$ cat config.mk
export PLATFORM = sky130hd
export DESIGN_NAME = fetch_sequencer
export DESIGN_NICKNAME = d
export VERILOG_FILES = /design/src/rtl/fetch_pkg.sv /design/src/rtl/pc_register.sv /design/src/rtl/fetch_sequencer.sv
export SDC_FILE = /design/constraint.sdc
export NUM_CORES = 1
export LEC_CHECK = 0
export CORE_ASPECT_RATIO = 1.25
export CORE_MARGIN = 2
export CORE_UTILIZATION = 40
export CTS_CLUSTER_SIZE = 12
export DETAILED_ROUTE_END_ITERATION = 16
export GPL_TIMING_DRIVEN = 0
export SYNTH_ARGS = -nofsm -noshare
export SYNTH_HDL_FRONTEND = slang
export SYNTH_SLANG_ARGS = --single-unit
$ cat constraint.sdc
create_clock -name Clock -period 2.14 [get_ports Clock]
set_input_delay 0.535 -clock Clock [delete_from_list [all_inputs] [get_ports Clock]]
set_output_delay 0.535 -clock Clock [all_outputs]
set_load 0.005 [all_outputs]
$ cat src/rtl/fetch_pkg.sv
// Shared definitions for the instruction-fetch sequencer.
//   fetchState_t : sequencer states
//   BEATS_MAX    : largest supported words-per-instruction
//   MEM_LAT_MAX  : largest supported memory read latency
//   CNT_W        : width of the beat and latency counters
package fetch_pkg;

    localparam int unsigned BEATS_MAX   = 8;
    localparam int unsigned MEM_LAT_MAX = 7;
    localparam int unsigned CNT_W       = 3;

    typedef enum logic [1:0] {
        IDLE,
        REQ,
        WAIT,
        DONE
    } fetchState_t;

endpackage

$ cat src/rtl/pc_register.sv
// Program counter with a save/restore slot.
// Priority: load > restore > increment. The save slot records the value
// the PC holds after this edge's load (if any), so a fetch started with a
// simultaneous load remembers the loaded address.
//   Clock, Reset : clock, async active-high reset
//   load/loadValue : overwrite PC
//   restore        : PC <= saved slot
//   increment      : PC <= PC + 1 (wraps)
//   save           : slot <= post-load PC
//   pc             : current PC
module pc_register #(
    parameter int unsigned        ADDR_W      = 8,
    parameter logic [ADDR_W-1:0]  RESET_VALUE = '0
) (
    input  logic              Clock,
    input  logic              Reset,
    input  logic              load,
    input  logic [ADDR_W-1:0] loadValue,
    input  logic              restore,
    input  logic              increment,
    input  logic              save,
    output logic [ADDR_W-1:0] pc
);

    logic [ADDR_W-1:0] savedPc;

    // PC update
    always_ff @(posedge Clock or posedge Reset) begin
        if (Reset) begin
            pc <= RESET_VALUE;
        end else if (load) begin
            pc <= loadValue;
        end else if (restore) begin
            pc <= savedPc;
        end else if (increment) begin
            pc <= pc + ADDR_W'(1);
        end
    end

    // Fetch start address slot
    always_ff @(posedge Clock or posedge Reset) begin
        if (Reset) begin
            savedPc <= RESET_VALUE;
        end else if (save) begin
            savedPc <= load ? loadValue : pc;
        end
    end

endmodule

$ cat src/rtl/fetch_sequencer.sv
// Self-sequenced instruction fetch: reads BEATS consecutive DATA_W words
// starting at the PC and commits them atomically into IR_Out.
//   Clock, Reset        : clock, async active-high reset
//   Start, Flush        : fetch request / abort in-progress fetch
//   PC_Load, PC_In      : PC load (idle/done, or together with Flush)
//   Mem_Data            : memory read data
//   Mem_Addr, Mem_CS    : memory address (= PC) and one-cycle read strobe
//   Mem_WR              : always 0
//   IR_Out, PC_Out      : last complete instruction, current PC
//   Busy, Done          : fetch in progress / IR_Out updated this cycle
module fetch_sequencer
    import fetch_pkg::*;
#(
    parameter int unsigned        DATA_W   = 8,
    parameter int unsigned        ADDR_W   = 8,
    parameter int unsigned        BEATS    = 2,
    parameter int unsigned        MEM_LAT  = 1,
    parameter logic [ADDR_W-1:0]  PC_RESET = '0
) (
    input  logic                    Clock,
    input  logic                    Reset,
    input  logic                    Start,
    input  logic                    Flush,
    input  logic                    PC_Load,
    input  logic [ADDR_W-1:0]       PC_In,
    input  logic [DATA_W-1:0]       Mem_Data,
    output logic [ADDR_W-1:0]       Mem_Addr,
    output logic                    Mem_CS,
    output logic                    Mem_WR,
    output logic [BEATS*DATA_W-1:0] IR_Out,
    output logic [ADDR_W-1:0]       PC_Out,
    output logic                    Busy,
    output logic                    Done
);

    localparam int unsigned       IR_W       = BEATS * DATA_W;
    localparam logic [CNT_W-1:0]  LAST_BEAT  = CNT_W'(BEATS - 1);
    localparam logic [CNT_W-1:0]  LAT_TARGET = CNT_W'(MEM_LAT);

    if (BEATS < 1 || BEATS > BEATS_MAX) begin : gBeatsRange
        $error("fetch_sequencer: BEATS out of range");
    end
    if (MEM_LAT > MEM_LAT_MAX) begin : gLatRange
        $error("fetch_sequencer: MEM_LAT out of range");
    end

    fetchState_t       state, nextState;
    logic [CNT_W-1:0]  beat;
    logic [CNT_W-1:0]  latCnt;
    logic [IR_W-1:0]   staging, stagingNext;
    logic [IR_W-1:0]   irReg;
    logic              busyReg, doneReg, memCsReg;
    logic              beatReady;
    logic              pcLoad, pcRestore, pcIncrement, pcSave;
    logic [ADDR_W-1:0] pc;

    pc_register #(
        .ADDR_W      (ADDR_W),
        .RESET_VALUE (PC_RESET)
    ) uPc (
        .Clock     (Clock),
        .Reset     (Reset),
        .load      (pcLoad),
        .loadValue (PC_In),
        .restore   (pcRestore),
        .increment (pcIncrement),
        .save      (pcSave),
        .pc        (pc)
    );

    // State register
    always_ff @(posedge Clock or posedge Reset) begin
        if (Reset) begin
            state <= IDLE;
        end else begin
            state <= nextState;
        end
    end

    // Next-state and PC control
    always_comb begin
        nextState   = state;
        beatReady   = 1'b0;
        pcSave      = 1'b0;
        pcRestore   = 1'b0;
        pcIncrement = 1'b0;
        stagingNext = staging;
        stagingNext[beat*DATA_W +: DATA_W] = Mem_Data;

        case (state)
            IDLE, DONE: begin
                if (Start) begin
                    nextState = REQ;
                    pcSave    = 1'b1;
                end else begin
                    nextState = IDLE;
                end
            end
            REQ, WAIT: begin
                // Zero latency captures in REQ; otherwise the last WAIT cycle
                beatReady = (state == REQ) ? (MEM_LAT == 0) : (latCnt == LAT_TARGET);
                if (Flush) begin
                    nextState = IDLE;
                    pcRestore = 1'b1;
                end else if (beatReady) begin
                    pcIncrement = 1'b1;
                    nextState   = (beat == LAST_BEAT) ? DONE : REQ;
                end else begin
                    nextState = WAIT;
                end
            end
            default: nextState = IDLE;
        endcase

        // Loads are ignored mid-fetch unless they accompany a flush
        pcLoad = PC_Load && (!(state == REQ || state == WAIT) || Flush);
    end

    // Datapath and registered outputs
    always_ff @(posedge Clock or posedge Reset) begin
        if (Reset) begin
            beat     <= '0;
            latCnt   <= '0;
            staging  <= '0;
            irReg    <= '0;
            busyReg  <= 1'b0;
            doneReg  <= 1'b0;
            memCsReg <= 1'b0;
        end else begin
            busyReg  <= (nextState == REQ) || (nextState == WAIT);
            doneReg  <= (nextState == DONE);
            memCsReg <= (nextState == REQ);
            case (state)
                IDLE, DONE: begin
                    if (Start) begin
                        beat   <= '0;
                        latCnt <= '0;
                    end
                end
                REQ, WAIT: begin
                    if (Flush) begin
                        beat    <= '0;
                        latCnt  <= '0;
                        staging <= '0;
                    end else if (pcIncrement) begin
                        staging <= stagingNext;
                        latCnt  <= '0;
                        if (beat == LAST_BEAT) begin
                            irReg <= stagingNext;
                            beat  <= '0;
                        end else begin
                            beat <= beat + CNT_W'(1);
                        end
                    end else begin
                        latCnt <= latCnt + CNT_W'(1);
                    end
                end
                default: ;
            endcase
        end
    end

    assign Mem_Addr = pc;
    assign PC_Out   = pc;
    assign Mem_CS   = memCsReg;
    assign Mem_WR   = 1'b0;
    assign IR_Out   = irReg;
    assign Busy     = busyReg;
    assign Done     = doneReg;

endmodule

==> results by stage <==
Run status:
- The run finished with clean final reports.

GRT:
- The wire length of the first global-routing pass is 11900 um.
- Entering global routing, the biggest net connects 37 pins.
- The via count of the first global-routing pass was 2352.
- The total congestion overflow after global routing is 0.
- The initial antenna violation count is 0.
- The global router's overall resource usage is 19.2%.

Yosys:
- After synthesis, the share of flip-flops with an asynchronous set or reset is 100%.
- Synthesis produced 301 cells.
- The number of nets in the synthesized netlist is 332.
- In this run, distinct cell masters in the synthesized netlist total 51.
- After synthesis the netlist holds a flip-flop and latch count of 59.
- Summing every instance area after synthesis gives 0.00301 sq mm.
- The number of warning messages in the yosys log is 0.
- The share of Yosys cell area claimed by the top area cell type is 49.0%.
- The mean cell area of the mapped netlist is 10.0 sq um.
- The number of synthesized flops with an enable pin is 0.
- The main flop type after synthesis is sky130_fd_sc_hd__dfrtp_1.
- Sequential elements use 49.0% of the synthesized area.
- The largest total area in the synthesized netlist belongs to sky130_fd_sc_hd__dfrtp_1.
- Sorting the synthesized cells by area gives the leading types as sky130_fd_sc_hd__dfrtp_1, sky130_fd_sc_hd__nand2_1, sky130_fd_sc_hd__a22o_1, sky130_fd_sc_hd__ha_1, sky130_fd_sc_hd__o21ai_0.

Setup path:
- The worst setup path is launched from a flip-flop.
- In this run the worst setup path begins at uPc.pc[2].
- The endpoint kind of the worst setup timing path is a primary output.
- The cell count of the worst reg-to-reg path is 6.
- The maximum net fanout on the critical path is 9.
- STA puts the critical path data arrival time at 1530 ps.
- The launch point of the worst reg-to-reg path is beat[0].
- Traced cell by cell, the critical path runs through buf_4 -> clkdlybuf4s50_1.
- For this design, the slowest cell found on the critical path is sky130_fd_sc_hd__dfrtp_1.
- The minimum setup slack among reg-to-reg paths is 130 ps.
- The required arrival time at the worst endpoint is 1600 ps.
- The type of the setup path with the least slack is reg2out.
- The endpoint identified for the worst register-to-register timing path is staging[11].
- For this run, the slowest stage of the critical path takes 530 ps.

Clock network:
- The sink count of the clock tree is 59.
- The later pin in the worst-skew pair is clocked with a latency of 340 ps.
- The CTS clock-pin slew for the worst setup and hold paths is 70 ps.
- CTS built an H-tree with a depth of 3.
- The clock passes through at most 2 buffers.
- The root buffer cell chosen for the clock tree is sky130_fd_sc_hd__clkbuf_8.
- Clock tree synthesis inserted a total of 9 buffers.
- The clock tree from TritonCTS is built.

Worst hold path:
- The startpoint of the worst hold path is IR_Out[3].
- The worst hold path cell count is 2.
- The worst hold path terminates at IR_Out[3].
- The worst hold path belongs to the class reg2reg.

Final layout:
- From synthesis to final layout, the design area changed by 29.4%.
- The core occupancy in the finished layout is 53.0%.
- The net total in the final layout is 397.
- The total area of multi-input combinational cells is 0.00139 sq mm.
- The number of fillers in the final layout is 715.
- The finished layout cell area is 0.00390 sq mm.
- In the final layout, flip-flops and latches occupy 0.00148 sq mm.
- The number of antenna diodes is 0.
- The final cell count without fillers is 463.
- The share of post-route cells with drive strength above 1 is 13.7%.

Die:
- The number of rows created at floorplan is 35.
- The count of pins on the block boundary is 57.
- The x dimension of the die is 81.6 um.
- The die is 101 um tall.
- The overall die area is 0.00824 sq mm.
- Once the floorplan was initialized, standard cells occupied 40.9% of the core.
- After floorplanning, the core was sized to cover 0.00736 sq mm.

Timing:
- Setup repair after global routing left no endpoint under its margin.
- The timing-limited maximum frequency is 485 MHz.
- Adding up every negative setup slack in the final design gives 0 ps.
- The final number of max-transition violations is 0.
- The time the final worst path needs with I/O delays and setup is 2060 ps.
- For the pin with the worst max-slew slack, the measured transition is 792 ps.
- The ratio of final minimum period to clock period is 96.3%.
- The hold violation count in the final report is 0.
- Across the routed clock network, the largest skew measured is 11.0 ps.
- The number of setup violations in the final report is 0.
- Headroom to the max-slew limit came out at 47.1%.
- Once routing completed, OpenROAD measured the worst setup slack at 79.3 ps.

Drt:
- Wires add up to 7250 um.
- In the routed layout, each cell is associated on average with a via count of 5.40.
- The total vias in the final route is 2501.
- The post-detailed-route DRC marker count is 0.
- Dividing the detail-routed wire length by the instance count gives 15.6 um.
- The count of nets left with antenna violations once routing finished came out at 0.
- Before antenna repair, the detailed router went through 4 iterations.
- The detailed router finished its first iteration with 148 violations.

Placement:
- Timing analysis after detailed placement gives a worst setup slack of 15.7 ps.
- The congestion estimate from routability-driven global placement came to 0.796.
- The HPWL after detailed placement is 5060 um.
- The quantity of I/O buffers inserted on ports is 54.
- The total instance count after detailed placement is 448.
- The area of placed instances is 0.00369 sq mm.

Job:
- The count of maximum capacitance violations is 0.

Pwr:
- The largest vdd supply drop is 0.649 mV.
- In this run the power density over the cells is 1370 mW/mm^2.
- For this design the static power due to leakage is 1.74 nW.
-- synthesized netlist by cell type (all sizes together) (2+ instances only) --
master   instances
nor2            15
a21oi           15
mux2i            9
inv              9
a2bb2oi          3
nand3            5
nor2b            3
and2             2
o211ai           9
nand2b           3
nand2           46
o21ai           26
dfrtp           59
buf             15
a31oi           10
ha              10
o22ai            2
a22o            15
clkbuf           7
and3             8
nand4            4
o21a             3
nor3             6
-- flip-flops by register name (all words and copies together), names as in the netlist --
register	cells
IR_Out	16
staging	16
uPc.pc	8
uPc.savedPc	8
beat	3
latCnt	3
state	2
Busy	1
Done	1
Mem_CS	1
-- how the worst max path moves through the flow --
stage               depth (start not counted)    endpoint
finish                                      2   PC_Out[2]
global route                                7   IR_Out[9]
CTS                                         8  staging[1]
detailed placement                          6   uPc.pc[3]
global placement                            2        Busy
floorplan                                   1        Busy
-- cell families (layout without fill, tap and decap cells) --
| group | count (synthesis) | in the layout | share of synthesized area, % |
|---|---|---|---|
| and+or+nand+nor | 99 | 99 | 16.5 |
| AOI/OAI and AO/OA | 90 | 90 | 21.2 |
| DFF | 59 | 59 | 49.0 |
| buffers and inverters | 31 | 101 | 5.32 |
| adders and majority gates | 10 | 10 | 4.16 |
| muxes | 10 | 10 | 3.37 |
| other | 1 | 1 | 0.125 |
| xor gates and xnor gates | 1 | 1 | 0.291 |
-- power breakdown --
group | internal (mW) | switching (mW)
sequential | 1.47 | 0.308
clock | 0.564 | 0.454
combinational | 1.29 | 1.27
total | 3.32 | 2.03
-- stage by stage --
step	power [mW]	hold WS (ps)
after CTS	5.36	485
after global placement	4.28	461
after detailed placement	4.34	470
after floorplan	3.36	466
after global routing	5.78	503
final	5.35	477
-- per-layer routing --
layer	vias to the layer above	routed length, um	global-route usage, %
li1	1207	-	-
met1	1204	3210	25.1
met2	80	3550	30.5
met3	10	371	4.03
met4	0	105	8.33
met5	-	0	0
-- worst max-delay path, delay by kind of cell (launching register included) --
| kind | cells | cell delay, ps |
|---|---|---|
| buffers and inverters | 2 | 660 |
| flip-flops | 1 | 530 |
-- cells in the final DEF (no fill, tap or decap), types with 2 or more instances in the layout --
master                            count
sky130_fd_sc_hd__buf_2                5
sky130_fd_sc_hd__nor2b_1              3
sky130_fd_sc_hd__and3_1               8
sky130_fd_sc_hd__o211ai_1             7
sky130_fd_sc_hd__nor2_1              11
sky130_fd_sc_hd__clkdlybuf4s50_1     54
sky130_fd_sc_hd__nor2_2               2
sky130_fd_sc_hd__nand2_1             44
sky130_fd_sc_hd__o211ai_2             2
sky130_fd_sc_hd__a22o_1              15
sky130_fd_sc_hd__clkbuf_1             5
sky130_fd_sc_hd__clkbuf_2             2
sky130_fd_sc_hd__o21ai_0             23
sky130_fd_sc_hd__o21a_1               3
sky130_fd_sc_hd__mux2i_1              9
sky130_fd_sc_hd__a31oi_1             10
sky130_fd_sc_hd__nor3_1               6
sky130_fd_sc_hd__dfrtp_1             58
sky130_fd_sc_hd__nand4_1              4
sky130_fd_sc_hd__ha_1                10
sky130_fd_sc_hd__nand3_1              5
sky130_fd_sc_hd__clkinv_2             3
sky130_fd_sc_hd__clkbuf_8            10
sky130_fd_sc_hd__o21ai_1              2
sky130_fd_sc_hd__a21oi_1             14
sky130_fd_sc_hd__a2bb2oi_1            2
sky130_fd_sc_hd__inv_1                8
sky130_fd_sc_hd__buf_4               10
sky130_fd_sc_hd__nand2b_1             3
sky130_fd_sc_hd__nor2_4               2
-- area by class of cell --
class                   instances  area share [%]
inverters                       9           0.867
clock buffers                  11            3.63
multi-input cells             211            35.7
well taps                      92            2.95
flip-flops and latches         59            37.9
repair buffers                 55            14.4
plain buffers                  21            3.21
clock inverters                 5            1.35
-- timing repair --
action	4_1_cts	5_1_grt
setup endpoints to repair	0	26
resized for setup	0	8
buffers inserted	0	0
hold buffers	0	0
Power figures use the tool's default switching activity.
==> patch 1, RTL diff (same flow settings) <==
Set the parameter `DATA_W` to 7 (it was 8).
--- a/src/rtl/fetch_sequencer.sv
+++ b/src/rtl/fetch_sequencer.sv
@@ -13,3 +13,3 @@
 #(
-    parameter int unsigned        DATA_W   = 8,
+    parameter int unsigned        DATA_W   = 7,
     parameter int unsigned        ADDR_W   = 8,
Ports: changed (resized IR_Out and Mem_Data); port bits go from 57 to 54. The function was not compared with the original's and may differ.
==> patch 1 against the unedited design <==
- final cell count fell by 6.9%
- die area shrank 5.4%
- cell area down 5.0%
- sequential cell count shrank 4
- total power shrank 12%
- routed wire length down 6.4%
- highest routed layer unchanged
- sequential share of layout area down 0.68 points
- non-clock buffer count down 1
- synthesized area shrank 5.7%
- critical path depth is the same
- setup slack got worse by 12 ps
- core utilization grew 0.43 points
==> patch 1: results (changes against the unedited design) <==
synthesis:
  synth_xor_area_frac: 0.01233  # +0.009425
  yosysUniqueCellTypes: 46  # -9.8%
  synth_mux_area_frac: 0.08106  # +0.04739
  netlist_top_cells_area: "dfrtp_1, mux2i_1, a22o_1"
  synth-seq-cells: 55  # -6.8%
  synth-compound-area-share: 0.1740  # -0.03796
  synth.net_count: 307  # -7.5%
  synthAdderAreaFrac: 0.03965  # -0.001915
grt:
  grt_use_total: 0.1850  # -0.006828
  met2_usage: 0.3246  # +0.01947
  use_met1: 0.2366  # -0.01430
  use_met3: 0.02865  # -0.01167
  grt_max_degree: 29  # -22%
  grt_pass1_vias: 2302  # -2.1%
finish:
  nMultiInputCombCells: 196  # -7.1%
  n_all_inverters: 7  # -2
  multiInputGateArea_mm2: 0.001385  # -0.36%
  buf_share: 0.1855  # +0.009556
  signal_buffers: 75  # -1.3%
  seq_share: 0.3724  # -0.006833
  final_net_count: 369  # -7.1%
  clkbuf_count: 5  # -6
  clock_area_frac: 0.03042  # -0.01936
  drive_gt1_frac: 0.1261  # -0.01137
  fillers: 643  # -10%
  largest_cell_class: "multi-input combinational cells"
detailed_routing:
  wl_met2_um: 3439  # -3.2%
  drtIter0Drc: 80  # -46%
  wl_met1_um: 3020  # -6.0%
run_status:
  outcome: "finished clean"
clock_tree:
  post_cts_buffers: 1  # +1
  clock_latency_ps: 310  # -30 ps
  htree_levels: 2  # -1
critical_path:
  critPathMaxStageDelay_ps: 560  # +30 ps
  r2r-end: "IR_Out[4]"
  reg2reg_slack_ps: 110  # -20 ps
  endpoint: "PC_Out[1]"
  worstRegToRegCells: 7  # +1
placed_design:
  dp_slack_ps: -493.5  # -509.2 ps
  io_buffers: 52  # -3.7%
  hpwlAfterDp_um: 4863  # -3.9%
hold_path:
  hold_end: "IR_Out[10]"
power:
  leakagePower_nw: 1.638  # -5.8%
  switchingPower_mw: 1.758  # -13%
timing:
  finClkSkew_ps: 11.28  # +0.3053 ps
  final.min_clock_period_ps: 2073  # +12.06 ps
==> patch 1: cell types whose count changed after synthesis, sizes merged, moves of 3 or more <==
cell and delta:
dfrtp -4, o21ai +4, and3 -3, nand2 -20, a2bb2oi -3, a21oi +3
o211ai -8, a31oi -10, nor2b +6, buf -4, mux2i +14
==> patch 1: power groups by stage <==
| stage | clock network, mW | registers, mW | logic (mW) |
|---|---|---|---|
| after global routing | 0.765 | 1.70 | 2.60 |
| after CTS | 0.721 | 1.65 | 2.32 |
| after detailed placement | 0 | 1.67 | 2.18 |
| after global placement | 0 | 1.66 | 2.14 |
| final | 0.695 | 1.65 | 2.36 |
| after floorplan | 0 | 1.60 | 1.36 |
==> patch 1: stage by stage <==
step           cell area, um2  cells
2_1_floorplan            2840    278
3_3_place_gp             3473    420
3_5_place_dp             3493    421
4_1_cts                  3664    430
5_1_grt                  3702    431
6_report                 3702    431
==> patch 2, RTL diff (config.mk and constraints unchanged) <==
Without the edit above. Re-encode `fetchState_t` (4 states) as Gray code, 2 bits wide.
--- a/src/rtl/fetch_pkg.sv
+++ b/src/rtl/fetch_pkg.sv
@@ -12,6 +12,6 @@
     typedef enum logic [1:0] {
-        IDLE,
-        REQ,
-        WAIT,
-        DONE
+        IDLE = 2'b00,
+        REQ  = 2'b01,
+        WAIT = 2'b11,
+        DONE = 2'b10
     } fetchState_t;
Behaviour: same outputs for any inputs over 10 cycles, from zero or initial values and one cycle with Reset high; not proved beyond that.
==> patch 2 against the unedited design <==
- setup slack improved by 4.4 ps
- synthesized area shrank 0.33%
- clock skew up 2.4 ps
- cell area rose by 3.3%
- routed wire length rose by 0.29%
- first-iteration DRC count is 21% lower
- count of clock-buffer cells in the layout shrank 2
- via count down 4.0%
- sequential cell count fell by 1
- critical endpoint unchanged
- largest cell class unchanged
Power is not compared: it rests on default switching activity, and its combinational part moved more than twofold at a synthesized area within 25%.
==> patch 2: results (changes against the unedited design) <==
run_status:
  outcome: "finished clean"
synthesis:
  synthAdderAreaFrac: 0.02919  # -0.01237
  netlist_top_cells_count: "dfrtp_1, nor2_1, nand2_1, o21ai_0, a21oi_1"
  yosysSeqAreaShare: 0.4837  # -0.006704
  synth_top_area_share: 0.4837  # -0.006704
  synth.net_count: 315  # -5.1%
  yosysUniqueCellTypes: 49  # -3.9%
  synth-compound-area-share: 0.1914  # -0.02056
critical_path:
  worstRegToRegCells: 10  # +4
  reg2reg_slack_ps: 100  # -30 ps
detailed_routing:
  drtIter0Drc: 117  # -21%
  viasPerCell: 5.252  # -2.8%
  wl_met3_um: 360  # -3.0%
  firstDrtPassIters: 5  # +1
  wl_met1_um: 3197  # -0.50%
hold_path:
  hold_start: "uPc.savedPc[2]"
  hold_end: "uPc.savedPc[2]"
clock_tree:
  post_cts_buffers: 2  # +2
grt:
  met2_usage: 0.3071  # +0.001892
  use_met1: 0.2510  # about the same
  use_met3: 0.05735  # +0.01703
  grt_use_total: 0.1965  # +0.004672
  grt_max_degree: 35  # -5.4%
placed_design:
  io_buffers: 55  # +1.9%
  post-place-cells: 435  # -2.9%
finish:
  drive_gt1_frac: 0.1918  # +0.05431
  stdcell_count: 457  # -1.3%
timing:
  finClkSkew_ps: 13.40  # +2.419 ps
## patch 2: worst max path at each step
stage	startpoint	endpoint	slack, ps	cells after the start
2_1_floorplan	beat[0]	staging[0]	40	10
5_1_grt	beat[0]	staging[5]	-2	10
4_1_cts	uPc.pc[0]	PC_Out[0]	30	2
6_report	uPc.pc[2]	PC_Out[2]	80	2
3_5_place_dp	Flush	uPc.pc[3]	-210	5
3_3_place_gp	Reset	IR_Out[1]	-980	2
## patch 2: cell type report
type	count	area, um2	area share
clock buffer	9	123.9	0.03077
multi-input combinational	199	1371	0.3407
tap	92	115.1	0.02860
clock inverter	7	117.6	0.02922
buffer	25	183.9	0.04569
timing repair buffer	62	640.6	0.1592
sequential	58	1454	0.3612
inverter	5	18.77	0.004663
## patch 2: power breakdown
| part | leakage (nW) | internal [mW] | switching (mW) |
|---|---|---|---|
| sequential | 0.777 | 1.21 | 0.153 |
| combinational | 0.957 | 0.465 | 0.335 |
| clock | 0.111 | 0.770 | 0.470 |
